File: config.mk
export PLATFORM = sky130hd
export DESIGN_NAME = id_ex_skid_stage
export DESIGN_NICKNAME = d
export VERILOG_FILES = /design/src/rtl/id_ex_pkg.sv /design/src/rtl/pipe_skid_reg.sv /design/src/rtl/id_ex_skid_stage.sv
export SDC_FILE = /design/constraint.sdc
export NUM_CORES = 1
export LEC_CHECK = 0
export BUFFER_PORTS_ARGS = -buffer_cell sky130_fd_sc_hd__buf_2
export CORE_ASPECT_RATIO = 0.9
export CORE_MARGIN = 5
export CORE_UTILIZATION = 55
export CTS_CLUSTER_DIAMETER = 40
export DETAILED_ROUTE_END_ITERATION = 8
export GPL_ROUTABILITY_DRIVEN = 0
export PLACE_DENSITY = 0.8
export SLEW_MARGIN = 20
export SYNTH_ARGS = -nofsm -noshare
export SYNTH_HDL_FRONTEND = slang
export SYNTH_HIERARCHICAL = 1
export SYNTH_SLANG_ARGS = --single-unit
export TNS_END_PERCENT = 20
File: constraint.sdc
create_clock -name clk -period 2.6 [get_ports clk]
set_clock_uncertainty 0.2 [all_clocks]
set_input_delay 0.52 -clock clk [delete_from_list [all_inputs] [get_ports clk]]
set_output_delay 0.52 -clock clk [all_outputs]
set_load 0.01 [all_outputs]
File: src/rtl/id_ex_pkg.sv
// -----------------------------------------------------------------------------
// id_ex_pkg
//
// Shared definitions for the ID/EX pipeline stage.
//   - Default width constants for operands, register addresses, control groups
//     and the stall counter.
//   - id_ex_bundle_t: the packed ID/EX bundle at default widths. Field order is
//     fixed (rs_data, rt_data, rd_addr, rt_addr, imm, m, ex, wb), so the control
//     groups occupy the least-significant bits.
//   - id_ex_bundle_w(): bundle width for arbitrary parameter values. The
//     parametrised top packs its bundle in the same field order.
// -----------------------------------------------------------------------------
package id_ex_pkg;

    localparam int unsigned XLEN_DEF  = 32;
    localparam int unsigned RAW_DEF   = 5;
    localparam int unsigned M_W_DEF   = 2;
    localparam int unsigned EX_W_DEF  = 4;
    localparam int unsigned WB_W_DEF  = 2;
    localparam int unsigned CNT_W_DEF = 16;

    typedef struct packed {
        logic [XLEN_DEF-1:0] rs_data;
        logic [XLEN_DEF-1:0] rt_data;
        logic [RAW_DEF-1:0]  rd_addr;
        logic [RAW_DEF-1:0]  rt_addr;
        logic [XLEN_DEF-1:0] imm;
        logic [M_W_DEF-1:0]  m;
        logic [EX_W_DEF-1:0] ex;
        logic [WB_W_DEF-1:0] wb;
    } id_ex_bundle_t;

    localparam int unsigned ID_EX_BUNDLE_W = $bits(id_ex_bundle_t);

    // Width of the packed bundle for a given set of field widths.
    function automatic int unsigned id_ex_bundle_w(input int unsigned xlen,
                                                   input int unsigned raw,
                                                   input int unsigned m_w,
                                                   input int unsigned ex_w,
                                                   input int unsigned wb_w);
        return 3 * xlen + 2 * raw + m_w + ex_w + wb_w;
    endfunction

    // Width of the control groups, which sit in the low bits of the bundle.
    function automatic int unsigned id_ex_ctrl_w(input int unsigned m_w,
                                                 input int unsigned ex_w,
                                                 input int unsigned wb_w);
        return m_w + ex_w + wb_w;
    endfunction

endpackage

File: src/rtl/pipe_skid_reg.sv
// -----------------------------------------------------------------------------
// pipe_skid_reg
//
// Generic two-entry skid register with flush. A main register drives the
// output. A skid register absorbs the one bundle that arrives in the cycle
// after the consumer stalls, so in_ready can come straight from a flop.
//
// Parameters
//   W          payload width
//   ClearMask  payload bits forced to 0 whenever the main entry becomes
//              empty (bubble). Unmasked bits hold their last value.
//
// Ports
//   clk        clock, rising edge
//   rst        synchronous active-high reset
//   flush      drop main, skid and any same-cycle input; main becomes a bubble
//   in_valid   producer offers in_data
//   in_ready   stage can accept (registered)
//   in_data    incoming payload
//   out_valid  main entry holds valid payload
//   out_ready  consumer takes out_data this cycle
//   out_data   main entry payload (registered)
// -----------------------------------------------------------------------------
module pipe_skid_reg #(
    parameter int unsigned    W         = 8,
    parameter logic [W-1:0]   ClearMask = '0
) (
    input  logic         clk,
    input  logic         rst,
    input  logic         flush,
    input  logic         in_valid,
    output logic         in_ready,
    input  logic [W-1:0] in_data,
    output logic         out_valid,
    input  logic         out_ready,
    output logic [W-1:0] out_data
);

    logic [W-1:0] main_q, main_d;
    logic [W-1:0] skid_q, skid_d;
    logic         main_valid_q, main_valid_d;
    logic         skid_valid_q, skid_valid_d;
    logic         in_ready_q, in_ready_d;

    logic accept;
    logic xfer;

    assign accept = in_valid & in_ready_q & ~flush;
    assign xfer   = main_valid_q & out_ready;

    always_comb begin
        main_d       = main_q;
        main_valid_d = main_valid_q;
        skid_d       = skid_q;
        skid_valid_d = skid_valid_q;

        if (flush) begin
            // Flush wins over everything, including a simultaneous transfer.
            main_valid_d = 1'b0;
            skid_valid_d = 1'b0;
            main_d       = main_q & ~ClearMask;
        end else if (!main_valid_q || xfer) begin
            // Main is free next cycle: refill from skid first to keep order.
            if (skid_valid_q) begin
                main_d       = skid_q;
                main_valid_d = 1'b1;
                skid_valid_d = 1'b0;
            end else if (accept) begin
                main_d       = in_data;
                main_valid_d = 1'b1;
            end else begin
                main_valid_d = 1'b0;
                main_d       = main_q & ~ClearMask;
            end
        end else if (accept) begin
            // Main stalled: park the bundle in skid, in_ready drops next cycle.
            skid_d       = in_data;
            skid_valid_d = 1'b1;
        end

        in_ready_d = ~skid_valid_d;
    end

    always_ff @(posedge clk) begin
        if (rst) begin
            main_q       <= '0;
            skid_q       <= '0;
            main_valid_q <= 1'b0;
            skid_valid_q <= 1'b0;
            in_ready_q   <= 1'b1;
        end else begin
            main_q       <= main_d;
            skid_q       <= skid_d;
            main_valid_q <= main_valid_d;
            skid_valid_q <= skid_valid_d;
            in_ready_q   <= in_ready_d;
        end
    end

    assign in_ready  = in_ready_q;
    assign out_valid = main_valid_q;
    assign out_data  = main_q;

endmodule

File: src/rtl/id_ex_skid_stage.sv
// -----------------------------------------------------------------------------
// id_ex_skid_stage
//
// ID/EX pipeline stage with valid/ready handshake, two-entry skid buffer,
// flush-to-bubble and a saturating stall-cycle counter.
//
// Ports
//   clk, rst                   clock and synchronous active-high reset
//   flush                      discard held and incoming content, insert bubble
//   in_valid / in_ready        decode-side handshake (in_ready is registered)
//   in_rs_data, in_rt_data     register-file read data
//   in_rd_addr, in_rt_addr     destination / rt register addresses
//   in_imm                     sign-extended immediate
//   in_m, in_ex, in_wb         control groups
//   out_valid / out_ready      execute-side handshake
//   out_*                      registered bundle; control groups 0 on a bubble
//   stall_cnt                  cycles with out_valid & !out_ready, saturating
// -----------------------------------------------------------------------------
module id_ex_skid_stage
    import id_ex_pkg::*;
#(
    parameter int unsigned XLEN  = XLEN_DEF,
    parameter int unsigned RAW   = RAW_DEF,
    parameter int unsigned M_W   = M_W_DEF,
    parameter int unsigned EX_W  = EX_W_DEF,
    parameter int unsigned WB_W  = WB_W_DEF,
    parameter int unsigned CNT_W = CNT_W_DEF
) (
    input  logic             clk,
    input  logic             rst,
    input  logic             flush,

    input  logic             in_valid,
    output logic             in_ready,
    input  logic [XLEN-1:0]  in_rs_data,
    input  logic [XLEN-1:0]  in_rt_data,
    input  logic [RAW-1:0]   in_rd_addr,
    input  logic [RAW-1:0]   in_rt_addr,
    input  logic [XLEN-1:0]  in_imm,
    input  logic [M_W-1:0]   in_m,
    input  logic [EX_W-1:0]  in_ex,
    input  logic [WB_W-1:0]  in_wb,

    output logic             out_valid,
    input  logic             out_ready,
    output logic [XLEN-1:0]  out_rs_data,
    output logic [XLEN-1:0]  out_rt_data,
    output logic [RAW-1:0]   out_rd_addr,
    output logic [RAW-1:0]   out_rt_addr,
    output logic [XLEN-1:0]  out_imm,
    output logic [M_W-1:0]   out_m,
    output logic [EX_W-1:0]  out_ex,
    output logic [WB_W-1:0]  out_wb,

    output logic [CNT_W-1:0] stall_cnt
);

    localparam int unsigned BW  = id_ex_bundle_w(XLEN, RAW, M_W, EX_W, WB_W);
    localparam int unsigned CW  = id_ex_ctrl_w(M_W, EX_W, WB_W);

    // Control groups sit in the low CW bits; only they are zeroed on a bubble.
    localparam logic [BW-1:0] CtrlMask = {{(BW - CW){1'b0}}, {CW{1'b1}}};

    localparam logic [CNT_W-1:0] CntMax = '1;

    logic [BW-1:0] in_bundle;
    logic [BW-1:0] out_bundle;

    assign in_bundle = {in_rs_data, in_rt_data, in_rd_addr, in_rt_addr,
                        in_imm, in_m, in_ex, in_wb};

    pipe_skid_reg #(
        .W         (BW),
        .ClearMask (CtrlMask)
    ) u_skid (
        .clk       (clk),
        .rst       (rst),
        .flush     (flush),
        .in_valid  (in_valid),
        .in_ready  (in_ready),
        .in_data   (in_bundle),
        .out_valid (out_valid),
        .out_ready (out_ready),
        .out_data  (out_bundle)
    );

    assign {out_rs_data, out_rt_data, out_rd_addr, out_rt_addr,
            out_imm, out_m, out_ex, out_wb} = out_bundle;

    // Stall counter: counts back-pressure cycles regardless of flush.
    logic [CNT_W-1:0] stall_cnt_q, stall_cnt_d;

    always_comb begin
        stall_cnt_d = stall_cnt_q;
        if (out_valid && !out_ready && (stall_cnt_q != CntMax)) begin
            stall_cnt_d = stall_cnt_q + 1'b1;
        end
    end

    always_ff @(posedge clk) begin
        if (rst) begin
            stall_cnt_q <= '0;
        end else begin
            stall_cnt_q <= stall_cnt_d;
        end
    end

    assign stall_cnt = stall_cnt_q;

endmodule
==> results.json, run 1 <==
{
  "dr.pass1.iters": 5,
  "dp_hpwl_um": 19200,
  "drtAntennaViolNets": 0,
  "worstPathMaxFanout": 5,
  "cts_max_level": 2,
  "grt_max_degree": 108,
  "period_needed_ns": 2.08,
  "grt_use_met1": 0.305,
  "die_y_um": 150,
  "ios": 251,
  "placed_area_um2": 13500,
  "status": "finished, final reports clean",
  "seq_power_share": 0.414,
  "nets": 1550,
  "vdd_drop_max_v": 0.000418,
  "p_switching_mw": 2.37,
  "p_total_mw": 9.61,
  "worst_ep_arrival_time_ns": 2.25,
  "utilization": 0.679,
  "path_class": "reg -> reg",
  "grt_pass1_wl_um": 49900,
  "syn_nets": 1354,
  "clkSinkCount": 247,
  "ys_seq_area_frac": 0.410,
  "slew_headroom": 0.578,
  "fmaxAchievable_mhz": 482,
  "hold_violations": 0,
  "combPwrFrac": 0.097,
  "fin_crit_sh": 0.798,
  "syn_area_um2": 12100,
  "ys_types": 41,
  "cp_slowest_stage_delay_ns": 0.51,
  "dieArea_um2": 25000,
  "rows": 51,
  "fin_hold_ws_ns": 0.0938,
  "p_per_area_nw_per_um2": 655,
  "cp_cell_sequence": "ha_1 -> nand3_2 -> nor4_1 -> o211ai_1 -> mux2_2",
  "gr-total-overflow": 0,
  "first_global_vias": 9822,
  "netSwitchingFraction": 0.246,
  "fin_ws_ns": 0.524,
  "clkPwrFrac": 0.489,
  "async_reset_ff_frac": 0,
  "cp-start-kind": "register",
  "p_int_mw": 7.25,
  "leakage_nw": 5.56,
  "core_area_um2": 21600,
  "via_count": 9816,
  "cts-buffers-inserted": 36,
  "antenna_found_initial": 7,
  "die_width_um": 166,
  "rsz0062_at_grt": "false",
  "hold_buffers": 0,
  "grt_util_all_layers": 0.238,
  "dp_cells": 1683,
  "synth_top_cell_by_area": "dfxtp_1",
  "synth_flop_cell": "dfxtp_1",
  "hold_class": "in -> reg",
  "worstMarginPinSlew_ns": 0.633,
  "area_growth_pct": 21.7,
  "final_area_um2": 14700,
  "synth_area_leaders": "dfxtp_1 41%, nand2b_1 12%, mux2_2 11%",
  "crit_slowest_cell": "nor4_1",
  "cp.required_ns": 2.77,
  "netlist_instances": 1234,
  "drc": 0,
  "globalRouteMet2Util": 0.387,
  "layout-drive-gt1-share": 0.343,
  "use_met3": 0.0654,
  "slew_viol_final": 0,
  "clk_latency_ns": 0.49,
  "synth-edff-count": 0,
  "io_buffers": 250,
  "end_kind": "register",
  "fin_setup_tns_ns": 0,
  "post-cts-setup-buffer-count": 0,
  "post_drt_wl_per_cell_um": 17.8,
  "synth.most_common_cell": "dfxtp_1",
  "cts_root_buf": "clkbuf_16",
  "yosys_warnings": 6,
  "max_cap_viol_count": 0,
  "vias_per_cell": 5.61,
  "ys_ff_latch": 247,
  "start_util": 0.558,
  "cts_resized": 0,
  "wirelength_um": 31200,
  "drt_iter0_markers": 766,
  "place_ws_ns": 0.443,
  "setup_viol": 0,
  "final_cells": 1749,
  "synth_top_area_share": 0.410,
  "ys_top_cells_by_count": "247 x dfxtp_1, 230 x nand2b_1, 115 x mux2_2, 114 x mux2i_1, 109 x inv_1",
  "clockBufferDepth": 3,
  "clk_pin_slew_worst_paths_ns": 0.05,
  "avgSynthCellArea_um2": 9.78,
  "cts_tree": "yes",
  "grt.busiest_layer": "met2"
}
-- final timing paths --
check	startpoint	to	slack, ns	cells past startpoint
max reg2reg	stall_cnt[1]	stall_cnt[10]	0.52	5
max	stall_cnt[1]	stall_cnt[10]	0.52	5
min reg2reg	u_skid/out_data[28]	u_skid/out_data[28]	0.25	2
min	in_m[1]	u_skid/skid_q[7]	0.09	3
-- area by class of cell --
class                   count  area, µm²
diodes                      2       5.00
inverters                 109        409
flip-flops and latches    247       4950
well taps                 291        364
clock buffers              47       1020
repair buffers            271       1560
clock inverters            17        148
multi-input cells         765       6220
fillers                  1707       6950
-- placed cells by master (no fill, tap or decap), drive strengths merged, types with 2 or more instances in the layout --
master	n
o31ai	10
o21ai	5
nand3b	2
nand2b	231
and3	3
dfxtp	247
a211oi	106
nand4	6
clkinvlp	2
or4	10
nand2	4
mux2i	114
a21oi	17
diode	2
nand3	4
nor3	2
nor2b	4
clkbuf	47
inv	115
buf	271
clkinv	8
nor4	109
or3	3
nor2	4
or2	2
a32o	8
mux2	115
-- cell families after synthesis --
kind of cell | after synthesis | synth area share
buffers and inverters | 222 | 0.0767
multiplexers | 229 | 0.202
flip-flops | 247 | 0.410
AO/OA/AOI/OAI | 149 | 0.107
AND/OR/NAND/NOR | 386 | 0.204
adder cells (fa/ha/maj) | 1 | 0.00104
-- power by group through the flow --
| stage | combinational (mW) | clock (mW) | sequential (mW) |
|---|---|---|---|
| 5_1_grt | 1.02 | 4.98 | 3.99 |
| 3_3_place_gp | 0.912 | 0 | 4.06 |
| 6_report | 0.933 | 4.70 | 3.98 |
| 2_1_floorplan | 0.520 | 0 | 4.11 |
| 3_5_place_dp | 0.931 | 0 | 4.06 |
| 4_1_cts | 0.938 | 4.78 | 3.98 |
-- critical path: cells and delay by family, from the launching register on --
kind | cells | cell delay, ns
AO/OA/AOI/OAI | 1 | 0.18
adder cells (fa/ha/maj) | 1 | 0.22
flip-flops | 1 | 0.40
multiplexers | 1 | 0.30
AND/OR/NAND/NOR | 2 | 0.67
-- sequential cells by signal, indices dropped and copies added (netlist names) --
| register | flops |
|---|---|
| u_skid/out_data | 114 |
| stall_cnt | 16 |
| u_skid/out_valid | 1 |
| u_skid/in_ready | 1 |
| u_skid/skid_valid_q | 1 |
| u_skid/skid_q | 114 |
-- metal layers --
| layer | vias up | wire length, µm |
|---|---|---|
| li1 | 4726 | - |
| met1 | 4662 | 13600 |
| met2 | 328 | 14400 |
| met3 | 88 | 2130 |
| met4 | 12 | 998 |
| met5 | - | 67 |
(Power assumes the default switching activity.)
==> run 2: changes to the inputs <==
CORE_UTILIZATION = 50   (was 55)
PLACE_DENSITY = 0.77   (was 0.8)
clock period = 1.75 ns   (was 2.6 ns; I/O delays follow)
==> run 2 against run 1 <==
Effect of this change:
- the flow now finishes with violations (setup timing)
- register-to-register slack got worse by 0.60 ns
- sequential power grew 49%
- non-clock buffer count is 181 higher
- combinational power grew 93%
- sequential share of layout area shrank 4.8 points
- worst hold slack worse by 0.081 ns
- largest power group unchanged
- highest routed layer is now met4
==> results.json, run 2 (same netlist as run 1, synthesis figures left out) <==
{
  "rsz0062_at_grt": "true",
  "reg2reg_to": "u_skid/out_data[9]",
  "wirelength_um": 37000,
  "placed_area_um2": 14200,
  "worstPathMaxFanout": 37,
  "vias_per_cell": 5.64,
  "via_count": 11000,
  "worstMarginPinSlew_ns": 0.761,
  "end_kind": "register",
  "die_y_um": 157,
  "utilization": 0.717,
  "final_cells": 1950,
  "slew_headroom": 0.493,
  "first_global_vias": 11600,
  "gr-total-overflow": 0,
  "hold_violations": 0,
  "grt_max_degree": 62,
  "layout_commonest_cell": "buf_2",
  "cts_max_level": 2,
  "final_area_um2": 17200,
  "dp_cells": 1757,
  "drt_iter0_markers": 666,
  "io_buffers": 250,
  "slew_viol_final": 0,
  "drtAntennaViolNets": 0,
  "p_per_area_nw_per_um2": 881,
  "dieArea_um2": 27300,
  "setup_viol": 14,
  "grt_pass1_wl_um": 58000,
  "cts-buffers-inserted": 37,
  "fin_ws_ns": -0.0716,
  "cp-startpoint": "u_skid/skid_valid_q",
  "core_area_um2": 24000,
  "fmaxAchievable_mhz": 549,
  "cts_root_buf": "clkbuf_16",
  "fin_hold_ws_ns": 0.0131,
  "cts_tree": "yes",
  "leakage_nw": 6.53,
  "layout_common_cells": "248 x buf_2, 235 x dfxtp_1, 230 x nand2b_1",
  "period_needed_ns": 1.82,
  "cp-endpoint": "u_skid/out_data[9]",
  "status": "finished with violations",
  "ff2ff_path_depth": 5,
  "rows": 54,
  "grt_util_all_layers": 0.252,
  "violations": "setup timing",
  "r2r-start": "u_skid/skid_valid_q",
  "layout-drive-gt1-share": 0.408,
  "clkSinkCount": 247,
  "p_total_mw": 15.2,
  "path_class": "reg -> reg",
  "max_cap_viol_count": 0,
  "die_width_um": 174,
  "cp-start-kind": "register",
  "clk_latency_ns": 0.50,
  "dr.pass1.iters": 5,
  "fin_setup_tns_ns": -0.270,
  "clk_pin_slew_worst_paths_ns": 0.06,
  "worst_ep_arrival_time_ns": 2.02,
  "hold_class": "in -> reg",
  "rrSetupSlack_ns": -0.07,
  "cp.required_ns": 1.95,
  "ios": 251,
  "vdd_drop_max_v": 0.000723,
  "nets": 1732,
  "clockBufferDepth": 3,
  "dp_hpwl_um": 21100,
  "post_drt_wl_per_cell_um": 19.0,
  "area_growth_pct": 42.6,
  "place_ws_ns": -0.112,
  "start_util": 0.503,
  "antenna_found_initial": 3,
  "fin_crit_sh": 1.04,
  "drc": 0
}
run 2: cell count changes in the layout (fill, tap and decap cells not counted), moves of 7 or more:
cell	delta
a211oi_1	-23
a211oi_2	+23
dlygate4sd3_1	+114
nor4_1	-44
a21oi_2	+7
dfxtp_2	+7
buf_12	+14
buf_4	+47
a21oi_1	-7
nor4_2	+40
dfxtp_1	-11
run 2: cell type report:
cell class	count	area, µm²
Timing Repair Buffer	452	3430
Inverter	109	409
Fill cell	1564	6780
Sequential cell	247	4970
Antenna cell	3	7.51
Tap cell	308	385
Multi-Input combinational cell	765	6770
Clock inverter	27	302
Clock buffer	39	933
run 2: worst min-delay path by stage:
stage                          from                    to  slack (ns)  cells after the start
2_1_floorplan      u_skid/skid_q[0]      u_skid/skid_q[0]        0.25                      2
6_report                        rst          stall_cnt[0]        0.01                      2
3_3_place_gp    u_skid/out_data[24]   u_skid/out_data[24]        0.24                      2
5_1_grt                         rst          stall_cnt[0]        0.02                      2
4_1_cts                         rst          stall_cnt[0]       0.005                      2
3_5_place_dp   u_skid/out_data[101]  u_skid/out_data[101]        0.24                      2
run 2: critical path, stage by stage (launching register included):
cell,delay (ns)
dfxtp_4,0.40
buf_6,0.11
a21oi_4,0.03
or3_4,0.42
buf_12,0.19
a211oi_1,0.31
run 2: layer usage:
| layer | vias to the layer above | share of wire | track usage |
|---|---|---|---|
| met5 | - | 0 | 0 |
| met3 | 136 | 0.062 | 0.0622 |
| met1 | 5347 | 0.40 | 0.292 |
| li1 | 5124 | - | - |
| met4 | 0 | 0.043 | 0.124 |
| met2 | 385 | 0.49 | 0.440 |
run 2: power by group:
| group | total, mW | switching [mW] | internal [mW] |
|---|---|---|---|
| combinational | 1.80 | 0.909 | 0.887 |
| sequential | 5.92 | 0.113 | 5.81 |
| clock | 7.45 | 2.88 | 4.57 |
| total | 15.2 | 3.90 | 11.3 |
run 2: timing repair:
item / 4_1_cts / 5_1_grt
buffers inserted: 2 / 8
pin swaps: 6 / 15
endpoints found under the hold margin: 114 / 0
resized for setup: 29 / 84
hold buffers: 114 / 0
gates cloned: 1 / 1
endpoints found under the setup margin: 44 / 113
